[config.mk]
export PLATFORM = sky130hd
export DESIGN_NAME = io_tx_ctrl
export DESIGN_NICKNAME = d
export VERILOG_FILES = /design/src/rtl/io_tx_ctrl.sv
export SDC_FILE = /design/constraint.sdc
export NUM_CORES = 1
export LEC_CHECK = 0
export ABC_AREA = 0
export CAP_MARGIN = 0
export CORE_UTILIZATION = 53
export DETAILED_ROUTE_END_ITERATION = 8
export PLACE_DENSITY_LB_ADDON = 0.25
export SYNTH_ARGS = -nofsm -noshare
export SYNTH_HDL_FRONTEND = slang
export SYNTH_SLANG_ARGS = --single-unit
[constraint.sdc]
create_clock -name clk_in -period 2.7 [get_ports clk_in]
set_clock_uncertainty 0.15 [all_clocks]
set_input_delay 0.405 -clock clk_in [delete_from_list [all_inputs] [get_ports clk_in]]
set_output_delay 0.405 -clock clk_in [all_outputs]
set_load 0.005 [all_outputs]
[src/rtl/io_tx_ctrl.sv]
// Memory-mapped I/O output controller: decodes the 0x3xxxx I/O window, queues output
// bytes in a small FIFO and serializes them as 8N1 UART frames; also serves the cycle counter.
module io_tx_ctrl #(
    parameter int FIFO_AW      = 3,
    parameter int CLKS_PER_BIT = 16
) (
    input  logic        clk_in,
    input  logic        rst_in,
    input  logic        rdy_in,
    input  logic [31:0] mem_a,
    input  logic [7:0]  mem_dout,
    input  logic        mem_wr,
    output logic [7:0]  io_rd_data,
    output logic        io_buffer_full,
    output logic        tx,
    output logic        prog_stop,
    output logic        overflow
);

    localparam int DEPTH    = 1 << FIFO_AW;
    localparam int DEPTH_M1 = DEPTH - 1;
    localparam int BW       = (CLKS_PER_BIT > 1) ? $clog2(CLKS_PER_BIT) : 1;
    localparam int BAUD_MAX = CLKS_PER_BIT - 1;
    localparam logic [BW-1:0]    BAUD_LAST = BAUD_MAX[BW-1:0];
    localparam logic [FIFO_AW:0] CNT_FULL  = DEPTH[FIFO_AW:0];
    localparam logic [FIFO_AW:0] CNT_HIGH  = DEPTH_M1[FIFO_AW:0];

    typedef enum logic [1:0] {
        ST_IDLE  = 2'd0,
        ST_START = 2'd1,
        ST_DATA  = 2'd2,
        ST_STOP  = 2'd3
    } tx_state_t;

    logic               acc_s, wr_out_s, wr_stop_s, rd_cnt_s;
    logic               push_req_s, push_s, pop_s, stop_done_s;
    logic [7:0]         push_data_s;
    logic [7:0]         fifo_mem_r [DEPTH];
    logic [FIFO_AW-1:0] wr_ptr_r, rd_ptr_r;
    logic [FIFO_AW:0]   count_r;
    logic [31:0]        cyc_r, snap_r;
    logic               stop_pend_r;
    tx_state_t          state_r, state_s;
    logic [BW-1:0]      baud_r, baud_s;
    logic [2:0]         idx_r, idx_s;
    logic [7:0]         shift_r, shift_s;
    logic               tx_s;
    logic               unused_addr_s;

    assign unused_addr_s = ^{mem_a[31:18], mem_a[15:3]};

    assign acc_s       = rdy_in && (mem_a[17:16] == 2'b11);
    assign wr_out_s    = acc_s && mem_wr && (mem_a[2:0] == 3'd0);
    assign wr_stop_s   = acc_s && mem_wr && (mem_a[2:0] == 3'd4);
    assign rd_cnt_s    = acc_s && !mem_wr && mem_a[2];
    // A zero byte to the data port is swallowed; the stop port always enqueues a 0x00 terminator.
    assign push_req_s  = (wr_out_s && (mem_dout != 8'h00)) || wr_stop_s;
    assign push_data_s = wr_stop_s ? 8'h00 : mem_dout;
    assign push_s      = push_req_s && (count_r != CNT_FULL);

    // One slot of margin covers a CPU write already in flight when it samples the flag.
    assign io_buffer_full = (count_r >= CNT_HIGH);

    // FIFO storage, pointers and occupancy
    always_ff @(posedge clk_in or negedge rst_in) begin
        if (!rst_in) begin
            for (int i = 0; i < DEPTH; i++) fifo_mem_r[i] <= 8'h00;
            wr_ptr_r <= '0;
            rd_ptr_r <= '0;
            count_r  <= '0;
        end else begin
            if (push_s) begin
                fifo_mem_r[wr_ptr_r] <= push_data_s;
                wr_ptr_r             <= wr_ptr_r + 1'b1;
            end
            if (pop_s) rd_ptr_r <= rd_ptr_r + 1'b1;
            case ({push_s, pop_s})
                2'b10:   count_r <= count_r + 1'b1;
                2'b01:   count_r <= count_r - 1'b1;
                default: count_r <= count_r;
            endcase
        end
    end

    // Sticky status flags
    always_ff @(posedge clk_in or negedge rst_in) begin
        if (!rst_in) begin
            overflow    <= 1'b0;
            stop_pend_r <= 1'b0;
            prog_stop   <= 1'b0;
        end else begin
            if (push_req_s && (count_r == CNT_FULL)) overflow <= 1'b1;
            if (wr_stop_s) stop_pend_r <= 1'b1;
            if (stop_done_s && stop_pend_r) prog_stop <= 1'b1;
        end
    end

    // Cycle counter, snapshot and registered read data
    always_ff @(posedge clk_in or negedge rst_in) begin
        if (!rst_in) begin
            cyc_r      <= 32'd0;
            snap_r     <= 32'd0;
            io_rd_data <= 8'h00;
        end else if (rdy_in) begin
            cyc_r <= cyc_r + 32'd1;
            if (rd_cnt_s) begin
                case (mem_a[1:0])
                    2'd0: begin
                        snap_r     <= cyc_r;
                        io_rd_data <= cyc_r[7:0];
                    end
                    2'd1:    io_rd_data <= snap_r[15:8];
                    2'd2:    io_rd_data <= snap_r[23:16];
                    default: io_rd_data <= snap_r[31:24];
                endcase
            end else begin
                io_rd_data <= 8'h00;
            end
        end
    end

    // Transmitter state register; tx is registered from the current state so it lags the FSM by one cycle
    always_ff @(posedge clk_in or negedge rst_in) begin
        if (!rst_in) begin
            state_r <= ST_IDLE;
            baud_r  <= '0;
            idx_r   <= 3'd0;
            shift_r <= 8'h00;
            tx      <= 1'b1;
        end else begin
            state_r <= state_s;
            baud_r  <= baud_s;
            idx_r   <= idx_s;
            shift_r <= shift_s;
            tx      <= tx_s;
        end
    end

    // Transmitter next-state logic; STOP pops directly into START so frames run back to back
    always_comb begin
        state_s     = state_r;
        baud_s      = baud_r;
        idx_s       = idx_r;
        shift_s     = shift_r;
        pop_s       = 1'b0;
        stop_done_s = 1'b0;
        tx_s        = 1'b1;
        case (state_r)
            ST_IDLE: begin
                tx_s = 1'b1;
                if (count_r != '0) begin
                    pop_s   = 1'b1;
                    shift_s = fifo_mem_r[rd_ptr_r];
                    baud_s  = '0;
                    state_s = ST_START;
                end else begin
                    baud_s = '0;
                end
            end
            ST_START: begin
                tx_s = 1'b0;
                if (baud_r == BAUD_LAST) begin
                    baud_s  = '0;
                    idx_s   = 3'd0;
                    state_s = ST_DATA;
                end else begin
                    baud_s = baud_r + 1'b1;
                end
            end
            ST_DATA: begin
                tx_s = shift_r[idx_r];
                if (baud_r == BAUD_LAST) begin
                    baud_s = '0;
                    if (idx_r == 3'd7) begin
                        state_s = ST_STOP;
                    end else begin
                        idx_s = idx_r + 3'd1;
                    end
                end else begin
                    baud_s = baud_r + 1'b1;
                end
            end
            ST_STOP: begin
                tx_s = 1'b1;
                if (baud_r == BAUD_LAST) begin
                    baud_s = '0;
                    if (count_r != '0) begin
                        pop_s   = 1'b1;
                        shift_s = fifo_mem_r[rd_ptr_r];
                        state_s = ST_START;
                    end else begin
                        stop_done_s = 1'b1;
                        state_s     = ST_IDLE;
                    end
                end else begin
                    baud_s = baud_r + 1'b1;
                end
            end
            default: begin
                tx_s    = 1'b1;
                baud_s  = '0;
                state_s = ST_IDLE;
            end
        endcase
    end

endmodule
==> results.toml, run 1 <==
[placement]
port_buffers = 28
dp_cells = 773
postPlaceCellArea_mm2 = 0.00828
gp_congestion = 0.791
hpwl_um = 10700

[setup_path]
cp.required_ns = 2.86
worstSetupEndpointType = "register"
crit_arrival_ns = 2.72
crit_path_start_kind = "register"
critPathKind = "register to register"
r2r_start = "count_r[3]"
worstPathMaxFanout = 8
cp-startpoint = "count_r[3]"

[finish]
multi_input_area_mm2 = 0.00340
antennaDiodeCount = 0
nFillCells = 1017
seqCellArea_mm2 = 0.00398
nets = 672
finalNonFillerCells = 807
syn_to_final_growth_pct = 18.0
drive_above_1_share_pct = 34.3
fin_util_pct = 64.2
stdcell_area_mm2 = 0.00892

[floorplan]
die-area_mm2 = 0.0147
rows = 43
coreArea_mm2 = 0.0139
die_height_um = 121
start_util_pct = 54.5
fp.dieW_um = 121
ios = 56

[route]
first_pass_iters = 4
vias_per_cell = 5.78
drt-initial-drc-count = 222
drc_errors = 0
ant_nets = 0
avgRoutedWirePerCell_um = 19.5
wl_um = 15700
via_count = 4663

[power_and_ir_drop]
ir_worst_vdd_mv = 0.405
finalPower_mw = 7.14
p_leak_nw = 4.09
cellPowerDensity_mw_per_mm2 = 801

[timing]
min_period_ns = 2.57
rsz0062_at_grt = "no"
finalSetupViolCount = 0
whs_ns = 0.303
worst_pin_slew_ns = 0.978
finalCritPeriodShare_pct = 95.0
max_slew_margin_pct = 34.4
finalMaxSlewViolations = 0
fmax_ghz = 0.390
finalHoldViolations = 0

[synth]
synthDistinctLibCells = 55
syn_area_per_cell_um2 = 13.5
ys_seq_elements = 159
syn-cell-area_mm2 = 0.00756
yosys_warnings = 0
synthesis.nets = 617
synth_seq_area_share_pct = 52.7
syn_inst = 559

[cts]
cts_buffer_depth = 2
root_buffer = "clkbuf_16"
h-tree-depth = 4
cts_buffers = 17
cts.sinks = 159
clkSlewWorstSetupHoldPaths_ns = 0.06
cts_tree = "built"
worstSkewPairLatency_ns = 0.43

[run]
drv_cap = 0

[global_route]
grt_antenna_before_repair = 0
grt_usage_pct = 23.8
grt_overflow_total = 0
grt_pass1_vias = 4972
grt_max_degree = 67
grt_pass1_wl_um = 26100

[run_status]
outcome = "finished, final reports clean"

[hold_path]
hold_class = "input port to asynchronous set/reset pin"
## power by group
group / switching (mW) / leakage (nW) / internal (mW) / total (mW)
clock network: 0.955 / 0.284 / 1.45 / 2.41
registers: 0.366 / 2.14 / 2.71 / 3.08
logic: 0.768 / 1.66 / 0.888 / 1.66
## worst max-delay path, cell delays in order, from the launching register on
cell and delay [ns]:
dfrtp_1 0.41, nor4b_2 0.22, or4b_1 0.50, nor3_2 0.75
mux2_2 0.42
## cells by family after synthesis
kind of cell | Yosys count | synth area share (%)
compound gates | 41 | 3.53
buf+inv | 56 | 3.33
flops | 159 | 52.7
xor+xnor | 41 | 4.75
fa+ha+maj | 14 | 2.32
mux | 129 | 23.2
simple gates | 119 | 10.2
## routing by layer
metal | share of wire, % | global-route usage (%) | vias to the layer above
li1 | - | - | 2136
met1 | 43 | 30.6 | 2416
met4 | 2.1 | 9.80 | 0
met2 | 51 | 39.0 | 85
met5 | 0 | 0 | -
met3 | 3.8 | 5.22 | 26
## cell usage after synthesis (all sizes together)
cell type	n	share of area [%]
a211oi	1	0.099
a21o	2	0.20
a21oi	13	0.86
a22o	5	0.58
a2bb2oi	1	0.12
a311oi	1	0.12
a31o	1	0.12
a31oi	1	0.083
a41o	1	0.13
and2	10	0.83
and3	6	0.51
and3b	1	0.12
and4	2	0.23
buf	23	1.7
clkbuf	7	0.35
dfrtp	158	52
dfstp	1	0.35
ha	14	2.3
inv	26	1.3
mux2	94	14
mux2i	10	1.3
mux4	25	7.4
nand2	12	0.60
nand2b	2	0.17
nand3	12	0.86
nand3b	5	0.55
nand4	18	1.5
nor2	20	0.99
nor2b	2	0.17
nor3	9	0.96
nor3b	1	0.099
nor4	8	1.4
nor4b	2	0.23
o2111ai	1	0.12
o21ai	5	0.33
o221ai	1	0.12
o22ai	8	0.66
or3	2	0.17
or4	5	0.55
or4b	2	0.31
xnor2	29	3.4
xor2	12	1.4
## final cells by class
cell class	count	area share (%)
clock inverter	10	1.23
clock buffer	22	5.43
inverter	26	1.09
multi-input combinational	344	38.1
tap	180	2.53
sequential	159	44.6
timing repair buffer	66	6.95
## registers in the layout, indices dropped and copies added, names as in the netlist, 4 cells and up
register,cells
baud_r,4
snap_r,24
fifo_mem_r,64
cyc_r,32
count_r,4
io_rd_data,8
shift_r,8
## path summary, 6_finish.rpt
kind,to,cells past startpoint,slack [ns]
worst min register to register,overflow,1,0.33
worst max-delay path,fifo_mem_r[48],4,0.13
max in group asynchronous,tx,3,1.41
min in group clk_in,overflow,1,0.33
worst max register to register,fifo_mem_r[48],4,0.13
worst min-delay path,baud_r[3],2,0.30
## per-stage QoR
stage	setup WS, ns	setup TNS, ns
3_5_place_dp	-0.649	-15.86
5_1_grt	0.0202	0
3_3_place_gp	-0.563	-13.80
2_1_floorplan	-0.0927	-0.128
4_1_cts	0.0218	0
6_report	0.134	0
## placed cells by master, fill, tap and decap left out, drive strengths merged, types with 6 or more instances in the layout
cell,n
clkdlybuf4s50,23
nor2,20
nand2,12
nor4,8
xor2,12
nor3,9
mux4,25
and2,10
inv,26
clkbuf,23
ha,14
o22ai,8
buf,38
mux2,94
xnor2,29
nand3,12
a21oi,13
nand4,18
mux2i,10
dfrtp,158
and3,6
## repair_timing
item | 4_1_cts | 5_1_grt
buffers inserted | 0 | 1
pin swaps | 4 | 5
hold endpoints to repair | 36 | 0
endpoints found under the setup margin | 3 | 1
hold buffers | 1 | 0
gates resized for setup | 4 | 8
Note: power is estimated with default switching activity, not from simulation.
==> run 2: changes to the inputs <==
--- a/config.mk
+++ b/config.mk
@@ -7,7 +7,7 @@
 export LEC_CHECK = 0
 export ABC_AREA = 0
 export CAP_MARGIN = 0
-export CORE_UTILIZATION = 53
+export CORE_UTILIZATION = 60
 export DETAILED_ROUTE_END_ITERATION = 8
 export PLACE_DENSITY_LB_ADDON = 0.25
 export SYNTH_ARGS = -nofsm -noshare
==> constraint.sdc (replaced) <==
create_clock -name clk_in -period 3.1 [get_ports clk_in]
set_clock_uncertainty 0.15 [all_clocks]
set_input_delay 0.465 -clock clk_in [delete_from_list [all_inputs] [get_ports clk_in]]
set_output_delay 0.465 -clock clk_in [all_outputs]
set_load 0.005 [all_outputs]
==> results.toml, run 2 (same netlist as run 1, synthesis figures left out) <==
[setup_path]
worstPathMaxFanout = 2
critPathKind = "input port to register"
cp.required_ns = 3.25
worstSetupEndpointType = "register"
cp-startpoint = "mem_dout[6]"
r2r_start = "count_r[1]"
crit_arrival_ns = 3.00
crit_path_start_kind = "input port"

[cts]
ctsResizeCount = 0
cts_buffer_depth = 2
root_buffer = "clkbuf_16"
cts_buffers = 17
cts.sinks = 159
worstSkewPairLatency_ns = 0.43
clkSlewWorstSetupHoldPaths_ns = 0.06
h-tree-depth = 4
cts_tree = "built"

[floorplan]
die_height_um = 114
coreArea_mm2 = 0.0122
die-area_mm2 = 0.0131
rows = 40
fp.dieW_um = 114
start_util_pct = 62.2
ios = 56

[placement]
port_buffers = 28
postPlaceCellArea_mm2 = 0.00812
hpwl_um = 10100
gp_congestion = 0.830

[finish]
drive_above_1_share_pct = 30.9
fin_util_pct = 71.8
layout_commonest_cell = "dfrtp_1"
antennaDiodeCount = 0
top_register = "fifo_mem_r"
syn_to_final_growth_pct = 15.5
top_regs = "fifo_mem_r (64), cyc_r (32), snap_r (24)"
stdcell_area_mm2 = 0.00873
largest_reg_flops = 64
mostFrequentLayoutCells = "158 x dfrtp_1, 86 x mux2_2, 29 x xnor2_1"
nets = 658

[route]
via_count = 4651
wl_um = 15400
drc_errors = 0
first_pass_iters = 4
drt-initial-drc-count = 393
vias_per_cell = 5.96
avgRoutedWirePerCell_um = 19.8
ant_nets = 0

[timing]
max_slew_margin_pct = 26.4
rsz0062_at_grt = "no"
worst_pin_slew_ns = 1.10
min_period_ns = 2.85
finalSetupViolCount = 0
finalMaxSlewViolations = 0
finalCritPeriodShare_pct = 91.9
whs_ns = 0.329
finalHoldViolations = 0
finalSetupTns_ns = 0
fmax_ghz = 0.351

[power_and_ir_drop]
finalPower_mw = 6.18
cellPowerDensity_mw_per_mm2 = 708
ir_worst_vdd_mv = 0.449
p_leak_nw = 4.00

[global_route]
grt_pass1_vias = 4920
grt_usage_pct = 26.8
grt_max_degree = 58
grt_pass1_wl_um = 25700
grt_antenna_before_repair = 0
grt_overflow_total = 0

[hold_path]
hold_class = "register to register"
worst_hold_startpoint = "prog_stop"

[run_status]
outcome = "finished, final reports clean"

[run]
drv_cap = 0
-- run 2: cell types whose count changed in the layout (fill, tap and decap cells not counted), sizes merged --
| cell | previous run | this run |
|---|---|---|
| clkinvlp | 4 | 2 |
| clkdlybuf4s15 | 1 | 0 |
| clkbuf | 23 | 22 |
| clkdlybuf4s50 | 23 | 27 |
| buf | 38 | 24 |
| inv | 26 | 27 |
| clkinv | 4 | 3 |
| bufinv | 2 | 3 |
| dlymetal6s2s | 2 | 0 |
-- run 2: worst max-delay path, stage by stage --
cell	delay (ns)
clkdlybuf4s50_1	0.41
or4_1	0.62
nor4_4	0.28
nor3_1	0.10
inv_1	0.11
ha_1	0.20
xor2_1	0.08
ha_1	0.19
a21oi_1	0.18
xor2_1	0.17
nor2_1	0.06
xor2_1	0.14
-- run 2: final cells by class --
cell class              count  area, um^2
inverters                  26        97.6
well taps                 168         210
repair buffers             52         489
flip-flops and latches    159        3980
clock buffers              22         474
fillers                   837        3430
multi-input cells         344        3350
clock inverters             9         133
-- run 2: stage by stage --
step | cells | worst slack [ns]
global route | 780 | 0.0422
floorplan | 559 | 0.232
CTS | 780 | 0.234
finish | 780 | 0.252
global placement | 748 | -0.0748
detailed placement | 748 | -0.170
-- run 2: what timing repair did --
action | CTS | global route
hold buffers | 1 | 0
endpoints found under the hold margin | 54 | 0
buffers inserted | 0 | 0
-- run 2: path summary, 6_finish.rpt --
path / to / slack [ns] / cells past startpoint
max: count_r[2] / 0.25 / 12
min: prog_stop / 0.33 / 1
max reg2reg: fifo_mem_r[55] / 0.51 / 4
min reg2reg: prog_stop / 0.33 / 1
max in group asynchronous: fifo_mem_r[25] / 1.39 / 3
min in group asynchronous: io_rd_data[0] / 0.41 / 2
-- run 2: report_power, final --
part / internal, mW / switching [mW]
registers: 2.36 / 0.367
logic: 0.697 / 0.609
clock network: 1.33 / 0.817
-- run 2: layer usage --
metal  part of all wire, %  wire length [um]  up-vias  GRT usage (%)
met5                     0                 0        -              0
met4                   1.4               216        0           9.61
met3                   4.9               764       20           7.25
met2                    49              7540      109           42.4
met1                    45              6930     2411           35.8
li1                      -                 -     2111              -
==> run 3: changes to the inputs <==
--- a/config.mk
+++ b/config.mk
@@ -7,6 +7,7 @@
 export LEC_CHECK = 0
 export ABC_AREA = 0
 export CAP_MARGIN = 0
+export CORE_ASPECT_RATIO = 1.25
 export CORE_UTILIZATION = 60
 export DETAILED_ROUTE_END_ITERATION = 8
 export PLACE_DENSITY_LB_ADDON = 0.25
==> results.toml, run 3 (same netlist as run 1, synthesis figures left out) <==
[placement]
hpwl_um = 10500
dp_cells = 749
gp_congestion = 0.782
port_buffers = 28

[global_route]
grt_overflow_total = 0
grt_max_degree = 75
grt_pass1_wl_um = 25400
grt_usage_pct = 26.6
grt_antenna_before_repair = 0
grt_pass1_vias = 4987

[finish]
top_register = "fifo_mem_r"
mostFrequentLayoutCells = "158 x dfrtp_1, 86 x mux2_2, 29 x xnor2_1"
antennaDiodeCount = 0
largest_reg_flops = 64
fin_util_pct = 71.4
syn_to_final_growth_pct = 15.3
top_regs = "fifo_mem_r (64), cyc_r (32), snap_r (24)"
seqCellArea_mm2 = 0.00398
nets = 663
nFillCells = 820
layout_commonest_cell = "dfrtp_1"
multi_input_area_mm2 = 0.00335
finalNonFillerCells = 778
drive_above_1_share_pct = 31.1

[route]
drc_errors = 0
wl_um = 15200
via_count = 4633
vias_per_cell = 5.96
ant_nets = 0
drt-initial-drc-count = 173
avgRoutedWirePerCell_um = 19.5
first_pass_iters = 4

[hold_path]
min_path_cells = 1
hold_class = "register to register"
worst_hold_startpoint = "prog_stop"

[floorplan]
start_util_pct = 61.9
rows = 45
die_height_um = 127
coreArea_mm2 = 0.0122
ios = 56
fp.dieW_um = 102
die-area_mm2 = 0.0131

[timing]
max_slew_margin_pct = 42.8
fmax_ghz = 0.365
finalHoldViolations = 0
finalSetupTns_ns = 0
min_period_ns = 2.74
worst_pin_slew_ns = 0.850
finalCritPeriodShare_pct = 88.4
finalMaxSlewViolations = 0
rsz0062_at_grt = "no"
finalSetupViolCount = 0

[setup_path]
worstSetupEndpointType = "register"
worstRegToRegCells = 10
worstPathMaxFanout = 2
crit_path_start_kind = "input port"
r2r_start = "count_r[1]"
cp.required_ns = 3.25
crit_arrival_ns = 2.89
cp-startpoint = "mem_dout[6]"
critPathKind = "input port to register"

[run]
drv_cap = 0

[cts]
cts_tree = "built"
cts_buffer_depth = 2
cts_buffers = 17
worstSkewPairLatency_ns = 0.42
clkSlewWorstSetupHoldPaths_ns = 0.06
ctsResizeCount = 0
cts_setup_buffers = 0
h-tree-depth = 4
cts.sinks = 159
root_buffer = "clkbuf_16"

[power_and_ir_drop]
p_leak_nw = 4.00
ir_worst_vdd_mv = 0.372
cellPowerDensity_mw_per_mm2 = 690

[run_status]
outcome = "finished, final reports clean"
[run 3: repair_timing]
action	in CTS	in global routing
endpoints found under the hold margin	70	0
endpoints found under the setup margin	0	0
hold buffers	1	0
[run 3: worst paths after layout]
check                            endpoint  slack (ns)
min reg2reg                     prog_stop        0.32
max in group asynchronous  fifo_mem_r[20]        1.50
max                            count_r[2]        0.36
min in group asynchronous       baud_r[0]        0.48
min                             prog_stop        0.32
max reg2reg                    count_r[2]        0.42
[run 3: routing by layer]
layer | global-route usage, % | part of all wire, %
met5 | 0 | 0
met4 | 11.4 | 2.9
met3 | 5.14 | 2.5
met2 | 47.3 | 55
met1 | 31.0 | 39
[run 3: layout make-up]
| cell class | count | share of cell area, % |
|---|---|---|
| inverters | 26 | 1.12 |
| well taps | 164 | 2.35 |
| multi-input cells | 344 | 38.4 |
| flip-flops and latches | 159 | 45.7 |
| clock inverters | 6 | 0.990 |
| repair buffers | 57 | 6.04 |
| clock buffers | 22 | 5.44 |
[run 3: worst max-delay path, cell delays in order]
cell             delay [ns]
clkdlybuf4s50_1        0.40
or4_1                  0.58
nor4_4                 0.25
nor3_1                 0.09
inv_1                  0.11
ha_1                   0.18
xor2_1                 0.08
ha_1                   0.19
a21oi_1                0.15
xor2_1                 0.17
nor2_1                 0.07
xor2_1                 0.14
[run 3: power breakdown]
group | total (mW) | switching, mW | internal [mW]
clock | 2.00 | 0.773 | 1.23
combinational | 1.30 | 0.598 | 0.704
sequential | 2.71 | 0.352 | 2.36
total | 6.02 | 1.72 | 4.30
[run 3: stage by stage]
stage	total power [mW]	hold WS, ns	setup slack [ns]	area [um^2]
2_1_floorplan	3.63	0.0194	0.232	7560
3_3_place_gp	3.96	0.298	-0.000727	8150
3_5_place_dp	4.06	0.308	-0.0836	8150
4_1_cts	6.07	0.321	0.357	8720
5_1_grt	6.35	0.331	0.202	8720
6_report	6.02	0.317	0.359	8720
